[config.mk]
export PLATFORM = sky130hd
export DESIGN_NAME = pipeline_hazard_scoreboard
export DESIGN_NICKNAME = d
export VERILOG_FILES = /design/src/rtl/hazard_pkg.sv /design/src/rtl/hazard_src_match.sv /design/src/rtl/pipeline_hazard_scoreboard.sv
export SDC_FILE = /design/constraint.sdc
export NUM_CORES = 1
export LEC_CHECK = 0
export ABC_AREA = 1
export BUFFER_PORTS_ARGS = -buffer_cell sky130_fd_sc_hd__buf_2
export CAP_MARGIN = 10
export CORE_ASPECT_RATIO = 0.9
export CORE_MARGIN = 2
export CORE_UTILIZATION = 38
export CTS_CLUSTER_DIAMETER = 30
export CTS_CLUSTER_SIZE = 14
export DETAILED_ROUTE_END_ITERATION = 6
export GPL_TIMING_DRIVEN = 1
export HOLD_SLACK_MARGIN = 0.06
export PLACE_DENSITY = 0.75
export SYNTH_ARGS = -nofsm -noshare
export SYNTH_HDL_FRONTEND = slang
export SYNTH_SLANG_ARGS = --single-unit
[constraint.sdc]
create_clock -name clk -period 1.21 [get_ports clk]
set_input_delay 0.121 -clock clk [delete_from_list [all_inputs] [get_ports clk]]
set_output_delay 0.121 -clock clk [all_outputs]
set_load 0.03 [all_outputs]
[src/rtl/hazard_pkg.sv]
// rtl/hazard_pkg.sv - shared scoreboard entry type, forwarding constants and priority helper
package hazard_pkg;

  // Entry rd is stored at a fixed width so the type can live in the package
  localparam int SB_RD_W         = 8;
  localparam int FWD_SEL_REGFILE = 0;

  typedef struct packed {
    logic               valid;
    logic [SB_RD_W-1:0] rd;
    logic               reg_write;
    logic               mem_read;
  } sb_entry_t;

  function automatic int youngest_match(input logic [31:0] hits);
    int y;
    y = -1;
    for (int j = 31; j >= 0; j--) begin
      if (hits[j]) y = j;
    end
    return y;
  endfunction

endpackage

[src/rtl/hazard_src_match.sv]
// rtl/hazard_src_match.sv - per-operand youngest-producer search and load-usability check
module hazard_src_match
  import hazard_pkg::*;
#(
  parameter int REG_ADDR_W = 5,
  parameter int FWD_DEPTH  = 3,
  parameter int LOAD_LAT   = 1,
  parameter int FWD_SEL_W  = 2
) (
  input  logic [REG_ADDR_W-1:0]     rs,
  input  logic                      rs_used,
  input  sb_entry_t [FWD_DEPTH-1:0] ent,
  output logic                      hazard,
  output logic [FWD_SEL_W-1:0]      sel
);

  logic [FWD_DEPTH-1:0] hits;
  logic [FWD_DEPTH-1:0] unusable;
  int                   y;

  always_comb begin
    hits     = '0;
    unusable = '0;
    for (int j = 0; j < FWD_DEPTH; j++) begin
      hits[j] = rs_used && (rs != '0) && ent[j].valid && ent[j].reg_write &&
                (ent[j].rd == SB_RD_W'(rs));
      unusable[j] = ent[j].mem_read && (j < LOAD_LAT);
    end

    y      = youngest_match(32'(hits));
    hazard = 1'b0;
    sel    = FWD_SEL_W'(FWD_SEL_REGFILE);
    // The oldest stage is covered by regfile write-before-read, so it keeps sel = 0
    for (int j = 0; j < FWD_DEPTH; j++) begin
      if (j == y) begin
        hazard = unusable[j];
        if (j < FWD_DEPTH - 1) sel = FWD_SEL_W'(j + 1);
      end
    end
  end

endmodule

[src/rtl/pipeline_hazard_scoreboard.sv]
// rtl/pipeline_hazard_scoreboard.sv - in-flight rd scoreboard, load-use stall, EX-aligned forwarding selects
// Optional saturating perf counters enabled by HAZARD_PERF_CNT_EN.
module pipeline_hazard_scoreboard
  import hazard_pkg::*;
#(
  parameter int REG_ADDR_W = 5,
  parameter int NUM_SRC    = 2,
  parameter int FWD_DEPTH  = 3,
  parameter int LOAD_LAT   = 1,
  localparam int FWD_SEL_W = $clog2(FWD_DEPTH)
) (
  input  logic                            clk,
  input  logic                            reset,
  input  logic                            id_valid,
  input  logic [NUM_SRC*REG_ADDR_W-1:0]   id_rs,
  input  logic [NUM_SRC-1:0]              id_rs_used,
  input  logic [REG_ADDR_W-1:0]           id_rd,
  input  logic                            id_reg_write,
  input  logic                            id_mem_read,
  input  logic                            flush,
  output logic                            stall,
  output logic [NUM_SRC*FWD_SEL_W-1:0]    ex_fwd_sel,
  output logic [31:0]                     perf_stall_cnt,
  output logic [31:0]                     perf_flush_cnt
);

  sb_entry_t [FWD_DEPTH-1:0]      ent;
  logic [NUM_SRC-1:0]             src_hazard;
  logic [NUM_SRC*FWD_SEL_W-1:0]   sel_next;
  logic                           issue;

  for (genvar g = 0; g < NUM_SRC; g++) begin : g_src
    hazard_src_match #(
      .REG_ADDR_W (REG_ADDR_W),
      .FWD_DEPTH  (FWD_DEPTH),
      .LOAD_LAT   (LOAD_LAT),
      .FWD_SEL_W  (FWD_SEL_W)
    ) u_match (
      .rs      (id_rs[g*REG_ADDR_W +: REG_ADDR_W]),
      .rs_used (id_rs_used[g]),
      .ent     (ent),
      .hazard  (src_hazard[g]),
      .sel     (sel_next[g*FWD_SEL_W +: FWD_SEL_W])
    );
  end

  // Gating with reset makes a stall collapse in the same cycle reset asserts
  assign stall = reset & id_valid & ~flush & (|src_hazard);
  assign issue = id_valid & ~stall & ~flush;

  always_ff @(posedge clk or negedge reset) begin
    if (!reset) begin
      ent        <= '0;
      ex_fwd_sel <= '0;
    end else begin
      for (int i = 1; i < FWD_DEPTH; i++) begin
        ent[i] <= ent[i-1];
      end
      if (issue) begin
        ent[0].valid     <= 1'b1;
        ent[0].rd        <= SB_RD_W'(id_rd);
        ent[0].reg_write <= id_reg_write;
        ent[0].mem_read  <= id_mem_read;
        ex_fwd_sel       <= sel_next;
      end else begin
        ent[0]     <= '0;
        ex_fwd_sel <= '0;
      end
    end
  end

`ifdef HAZARD_PERF_CNT_EN
  logic [31:0] stall_cnt_q;
  logic [31:0] flush_cnt_q;

  always_ff @(posedge clk or negedge reset) begin
    if (!reset) begin
      stall_cnt_q <= '0;
      flush_cnt_q <= '0;
    end else begin
      if (stall && (stall_cnt_q != 32'hFFFF_FFFF)) stall_cnt_q <= stall_cnt_q + 32'd1;
      if (flush && id_valid && (flush_cnt_q != 32'hFFFF_FFFF)) flush_cnt_q <= flush_cnt_q + 32'd1;
    end
  end

  assign perf_stall_cnt = stall_cnt_q;
  assign perf_flush_cnt = flush_cnt_q;
`else
  assign perf_stall_cnt = 32'd0;
  assign perf_flush_cnt = 32'd0;
`endif

endmodule
==> impl_metrics.tcl, run 1 <==
set metrics [dict create \
    worst_setup_path_start_kind "flop" \
    die_w_um 68.9 \
    wl_met2_um 1240 \
    firstDrtPassIters 4 \
    crit_fanout 5 \
    postSynthCellCount 193 \
    arrival_ns 1.42 \
    wl_met1_um 1050 \
    crit_path_cell_trace "a21oi_2 > nand2_1 > nor2_1 > nand3_1 > nand2_1 > nand2_2 > inv_2 > buf_6" \
    insertedDiodeCount 0 \
    fin_area_mm2 0.00154 \
    grt_pass1_vias 923 \
    via_count 1078 \
    powerDensity_mw_per_mm2 998 \
    max_cap_violations 0 \
    core_area_mm2 0.00368 \
    fin_util_pct 41.9 \
    met3_length_um 234 \
    slew_violations 0 \
    syn_to_final_growth_pct 6.86 \
    grt_use_total_pct 12.1 \
    setup_slack_ns -0.330 \
    vias_per_cell 3.88 \
    drtAntennaViolNets 0 \
    root_buffer "clkbuf_8" \
    rsz0062_at_grt "true" \
    fin_skew_ns 0.00258 \
    cp-end-kind "output port" \
    pre_cts_ws_ns -0.118 \
    leakagePower_uw 0.000931 \
    max-clock-path-buffers 2 \
    cpPeakStageDelay_ns 0.45 \
    grt_pass1_wl_um 3910 \
    pin_count 92 \
    r2r_slack_ns -0.22 \
    antenna_found_initial 0 \
    clk-insertion-delay-late_ns 0.26 \
    die_h_um 62.4 \
    clkTransAtPathRegs_ns 0.07 \
    placed_cell_area_mm2 0.00140 \
    cts_sinks 19 \
    layout-drive-gt1-share_pct 20.7 \
    routedWlPerCell_um 9.21 \
    fmax_ghz 0.649 \
    ys_types 17 \
    final-setup-viol-count 13 \
    cts_buffers 3 \
    fin_crit_sh_pct 127 \
    avgSynthCellArea_um2 7.47 \
    cpMostUsedCell "nand2_1" \
    synth_area_mm2 0.00144 \
    cp.required_ns 1.09 \
    cts_tree "yes" \
    layout_common_cells "conb_1, nand2_1, inv_1, buf_2, nor2_1" \
    violations "setup timing" \
    die_area_mm2 0.00430 \
    start_util_pct 39.2 \
    grt_max_degree 20 \
    hold_viol 0 \
    gp_congestion 0.929 \
    power.total_uw 1540 \
    dp_hpwl_um 2010 \
    final_common_cell "conb_1" \
    crit_type "reg -> out" \
    hold_path.class "in -> reg" \
    nNetsFinal 256 \
    ys_ff_latch 19 \
    synth_warnings 0 \
    io_buffer_count 27 \
    dr.first_iter.drc_count 23 \
    hold_slack_ns 0.0618 \
    post-route-min-period_ns 1.54 \
    ir_worst_vdd_mv 0.530 \
    critPathSlowestCell "dfrtp_1" \
    cts-htree-levels 1 \
    routed_wl_um 2560 \
    synth_seq_area_share_pct 33.0 \
    rows 21 \
    grt_overflow 0 \
    drt_drc_violations_left 0 \
    top_layer "met4" \
    status "finished, violations left" \
]
==> timing repair <==
action                                  4_1_cts  5_1_grt
cloned                                        1        0
setup buffers                                 3        3
endpoints found under the setup margin       13       13
resized for setup                             7        4
hold endpoints to repair                     19        0
hold buffers                                  1        0
pin swaps                                     2        0
==> through the flow <==
stage | setup TNS [ns] | std cells
after global routing | -4.24 | 278
after detailed placement | -1.36 | 267
after floorplan | -0.173 | 256
final | -2.48 | 278
after global placement | -1.10 | 267
after CTS | -2.01 | 275
==> power by group <==
group          total, uW  switching (uW)  internal [uW]
sequential           670            14.6            655
clock                435             201            234
combinational        432             360           72.0
==> state kept, by name (all words and copies together) (netlist names) <==
signal,flops
ex_fwd_sel,4
ent,15
==> per-layer routing <==
metal	vias to the layer above	GRT usage, %
li1	527	-
met1	494	16.0
met5	-	0
met3	3	3.06
met4	0	3.68
met2	54	19.2
==> final cells by class <==
type                       count  area [um2]
fill                         399        2140
inverter                      28         105
timing repair buffer          36         211
multi-input combinational    145         644
tap                           46        57.6
sequential                    19         477
clock buffer                   4        45.0
==> final timing paths <==
| path | start | endpoint | cells past startpoint |
|---|---|---|---|
| max | ent[5] | stall | 8 |
| min in group asynchronous | reset | ent[1] | 3 |
| max in group asynchronous | reset | ent[3] | 3 |
| min | id_rd[2] | ent[4] | 3 |
| max reg2reg | ent[5] | ex_fwd_sel[1] | 8 |
| min reg2reg | ent[1] | ent[12] | 0 |
==> cells by family (layout without fill, tap and decap cells) <==
family | count (synthesis) | after routing | share of synthesized area [%]
xor+xnor | 5 | 5 | 3.04
flops | 19 | 19 | 33.0
other cells | 1 | 64 | 0.260
simple gates | 68 | 69 | 19.4
compound gates | 7 | 7 | 2.95
buf+inv | 93 | 68 | 41.4
==> Yosys cell counts, drive strengths merged <==
| master | instances | area, um2 |
|---|---|---|
| a21oi | 4 | 20.0 |
| and3 | 1 | 6.26 |
| buf | 65 | 492 |
| conb | 1 | 3.75 |
| dfrtp | 19 | 475 |
| inv | 28 | 105 |
| nand2 | 33 | 129 |
| nand3 | 8 | 40.0 |
| nand4 | 2 | 12.5 |
| nor2 | 23 | 86.3 |
| nor3 | 1 | 5.00 |
| o2111ai | 2 | 17.5 |
| o21ai | 1 | 5.00 |
| xnor2 | 4 | 35.0 |
| xor2 | 1 | 8.76 |
==> worst max-delay path: cells and delay by family, from the launching register on <==
family	cells	cell delay, ns
buffers and inverters	2	0.17
AO/OA/AOI/OAI	1	0.15
flip-flops	1	0.45
AND/OR/NAND/NOR	5	0.40
No activity file was read; power rests on OpenSTA's default activity.
==> inputs of run 2 (changes only) <==
--- a/config.mk
+++ b/config.mk
@@ -15,7 +15,7 @@
 export CTS_CLUSTER_SIZE = 14
 export DETAILED_ROUTE_END_ITERATION = 6
 export GPL_TIMING_DRIVEN = 1
-export HOLD_SLACK_MARGIN = 0.06
+export HOLD_SLACK_MARGIN = 0.1
 export PLACE_DENSITY = 0.75
 export SYNTH_ARGS = -nofsm -noshare
 export SYNTH_HDL_FRONTEND = slang
==> impl_metrics.tcl, run 2 (synthesized netlist as in run 1, its figures left out) <==
set metrics [dict create \
    crit_fanout 5 \
    powerDensity_mw_per_mm2 970 \
    rsz0062_at_grt "true" \
    antenna_found_initial 0 \
    io_buffer_count 27 \
    seqCellArea_um2 477 \
    max_cap_violations 0 \
    post-route-min-period_ns 1.54 \
    cts-htree-levels 1 \
    vias_per_cell 3.88 \
    dp.cells 267 \
    largest_reg_flops 15 \
    insertedDiodeCount 0 \
    layout_common_cells "conb_1, nand2_1, inv_1, buf_2, nor2_1" \
    holdPathStages 3 \
    die_w_um 68.9 \
    cp-end-kind "output port" \
    arrival_ns 1.42 \
    clkTransAtPathRegs_ns 0.07 \
    power.total_uw 1550 \
    nNetsFinal 262 \
    grt_pass1_wl_um 4060 \
    firstDrtPassIters 4 \
    dr.first_iter.drc_count 19 \
    fin_skew_ns 0.00251 \
    leakagePower_uw 0.000956 \
    pin_count 92 \
    final-setup-viol-count 13 \
    grt_overflow 0 \
    placed_cell_area_mm2 0.00140 \
    die_area_mm2 0.00430 \
    start_util_pct 39.2 \
    violations "setup timing" \
    grt_max_degree 20 \
    cts_buffers 3 \
    crit_type "reg -> out" \
    grt_use_total_pct 12.6 \
    layout.cells.non_filler 284 \
    final_common_cell "conb_1" \
    timing.rr.start "ent[5]" \
    fin_area_mm2 0.00160 \
    hp-start "id_rd[4]" \
    timing.rr.end "ex_fwd_sel[1]" \
    fmax_ghz 0.649 \
    core_area_mm2 0.00368 \
    die_h_um 62.4 \
    rows 21 \
    syn_to_final_growth_pct 11.0 \
    clk-insertion-delay-late_ns 0.26 \
    cp.required_ns 1.09 \
    dp_hpwl_um 2010 \
    gp_congestion 0.929 \
    nFillCells 393 \
    grt_pass1_vias 972 \
    cts_tree "yes" \
    ir_worst_vdd_mv 0.556 \
    multiInputGateArea_um2 644 \
    pre_cts_ws_ns -0.118 \
    setup_slack_ns -0.332 \
    status "finished, violations left" \
    via_count 1103 \
    cts_sinks 19 \
    slew_violations 0 \
    layout-drive-gt1-share_pct 20.2 \
    hold_viol 0 \
    worst_setup_path_start_kind "flop" \
    max-clock-path-buffers 2 \
    reg.largest.list "ent: 15 flops, ex_fwd_sel: 4 flops" \
    regMostFlops "ent" \
    hold_path.class "in -> reg" \
    holdPathEnd "ent[6]" \
    routedWlPerCell_um 9.27 \
    root_buffer "clkbuf_8" \
    drt_drc_violations_left 0 \
    fin_crit_sh_pct 127 \
    drtAntennaViolNets 0 \
    ff2ff_path_depth 8 \
    r2r_slack_ns -0.21 \
    routed_wl_um 2630 \
]
==> run 2: what timing repair did <==
action	4_1_cts	5_1_grt
cloned	1	0
resized for setup	7	4
endpoints found under the hold margin	25	0
pin swaps	2	0
endpoints found under the setup margin	13	13
hold buffers	7	0
buffers inserted	3	3
==> run 2: where the power goes <==
group          leakage [uW]  switching (uW)  internal, uW  total (uW)
clock             0.0000228             201           234         435
sequential         0.000255            14.6           655         670
combinational      0.000678             363          84.6         447
==> run 2: metrics by stage <==
stage          setup TNS [ns]  hold WS [ns]  util (%)
2_1_floorplan          -0.173        -0.175         -
4_1_cts                 -2.01         0.114      42.5
3_3_place_gp            -1.10         0.125      38.1
5_1_grt                 -4.24         0.114      43.5
6_report                -2.50         0.107      43.5
3_5_place_dp            -1.36         0.130      38.1
==> run 2: how the worst max path moves through the flow <==
stage | slack (ns) | depth (start not counted) | from | end
4_1_cts | -0.30 | 10 | ent[6] | stall
5_1_grt | -0.47 | 10 | ent[6] | stall
3_3_place_gp | -0.09 | 9 | ent[4] | stall
3_5_place_dp | -0.12 | 8 | ent[4] | ent[6]
2_1_floorplan | -0.02 | 11 | ent[6] | ex_fwd_sel[2]
6_report | -0.33 | 8 | ent[5] | stall
==> run 2: final cells by class <==
| class | count | area share, % |
|---|---|---|
| well taps | 46 | 3.60 |
| flip-flops and latches | 19 | 29.8 |
| inverters | 28 | 6.57 |
| clock buffers | 4 | 2.81 |
| repair buffers | 42 | 17.0 |
| multi-input cells | 145 | 40.3 |
==> run 2: worst max-delay path: stages (launching register included) <==
cell and delay [ns]:
dfrtp_1 0.45, a21oi_2 0.15, nand2_1 0.06, nor2_1 0.08, nand3_1 0.10, nand2_1 0.10
nand2_2 0.06, inv_2 0.05, buf_6 0.12
==> run 2: routing by layer <==
layer | share of wire, % | wire, um | track usage [%] | vias to the layer above
met1 | 40 | 1040 | 16.0 | 502
met2 | 50 | 1320 | 20.6 | 59
met4 | 1.0 | 27 | 3.92 | 0
met5 | 0 | 0 | 0 | -
met3 | 9.1 | 240 | 3.24 | 3
li1 | - | - | - | 539
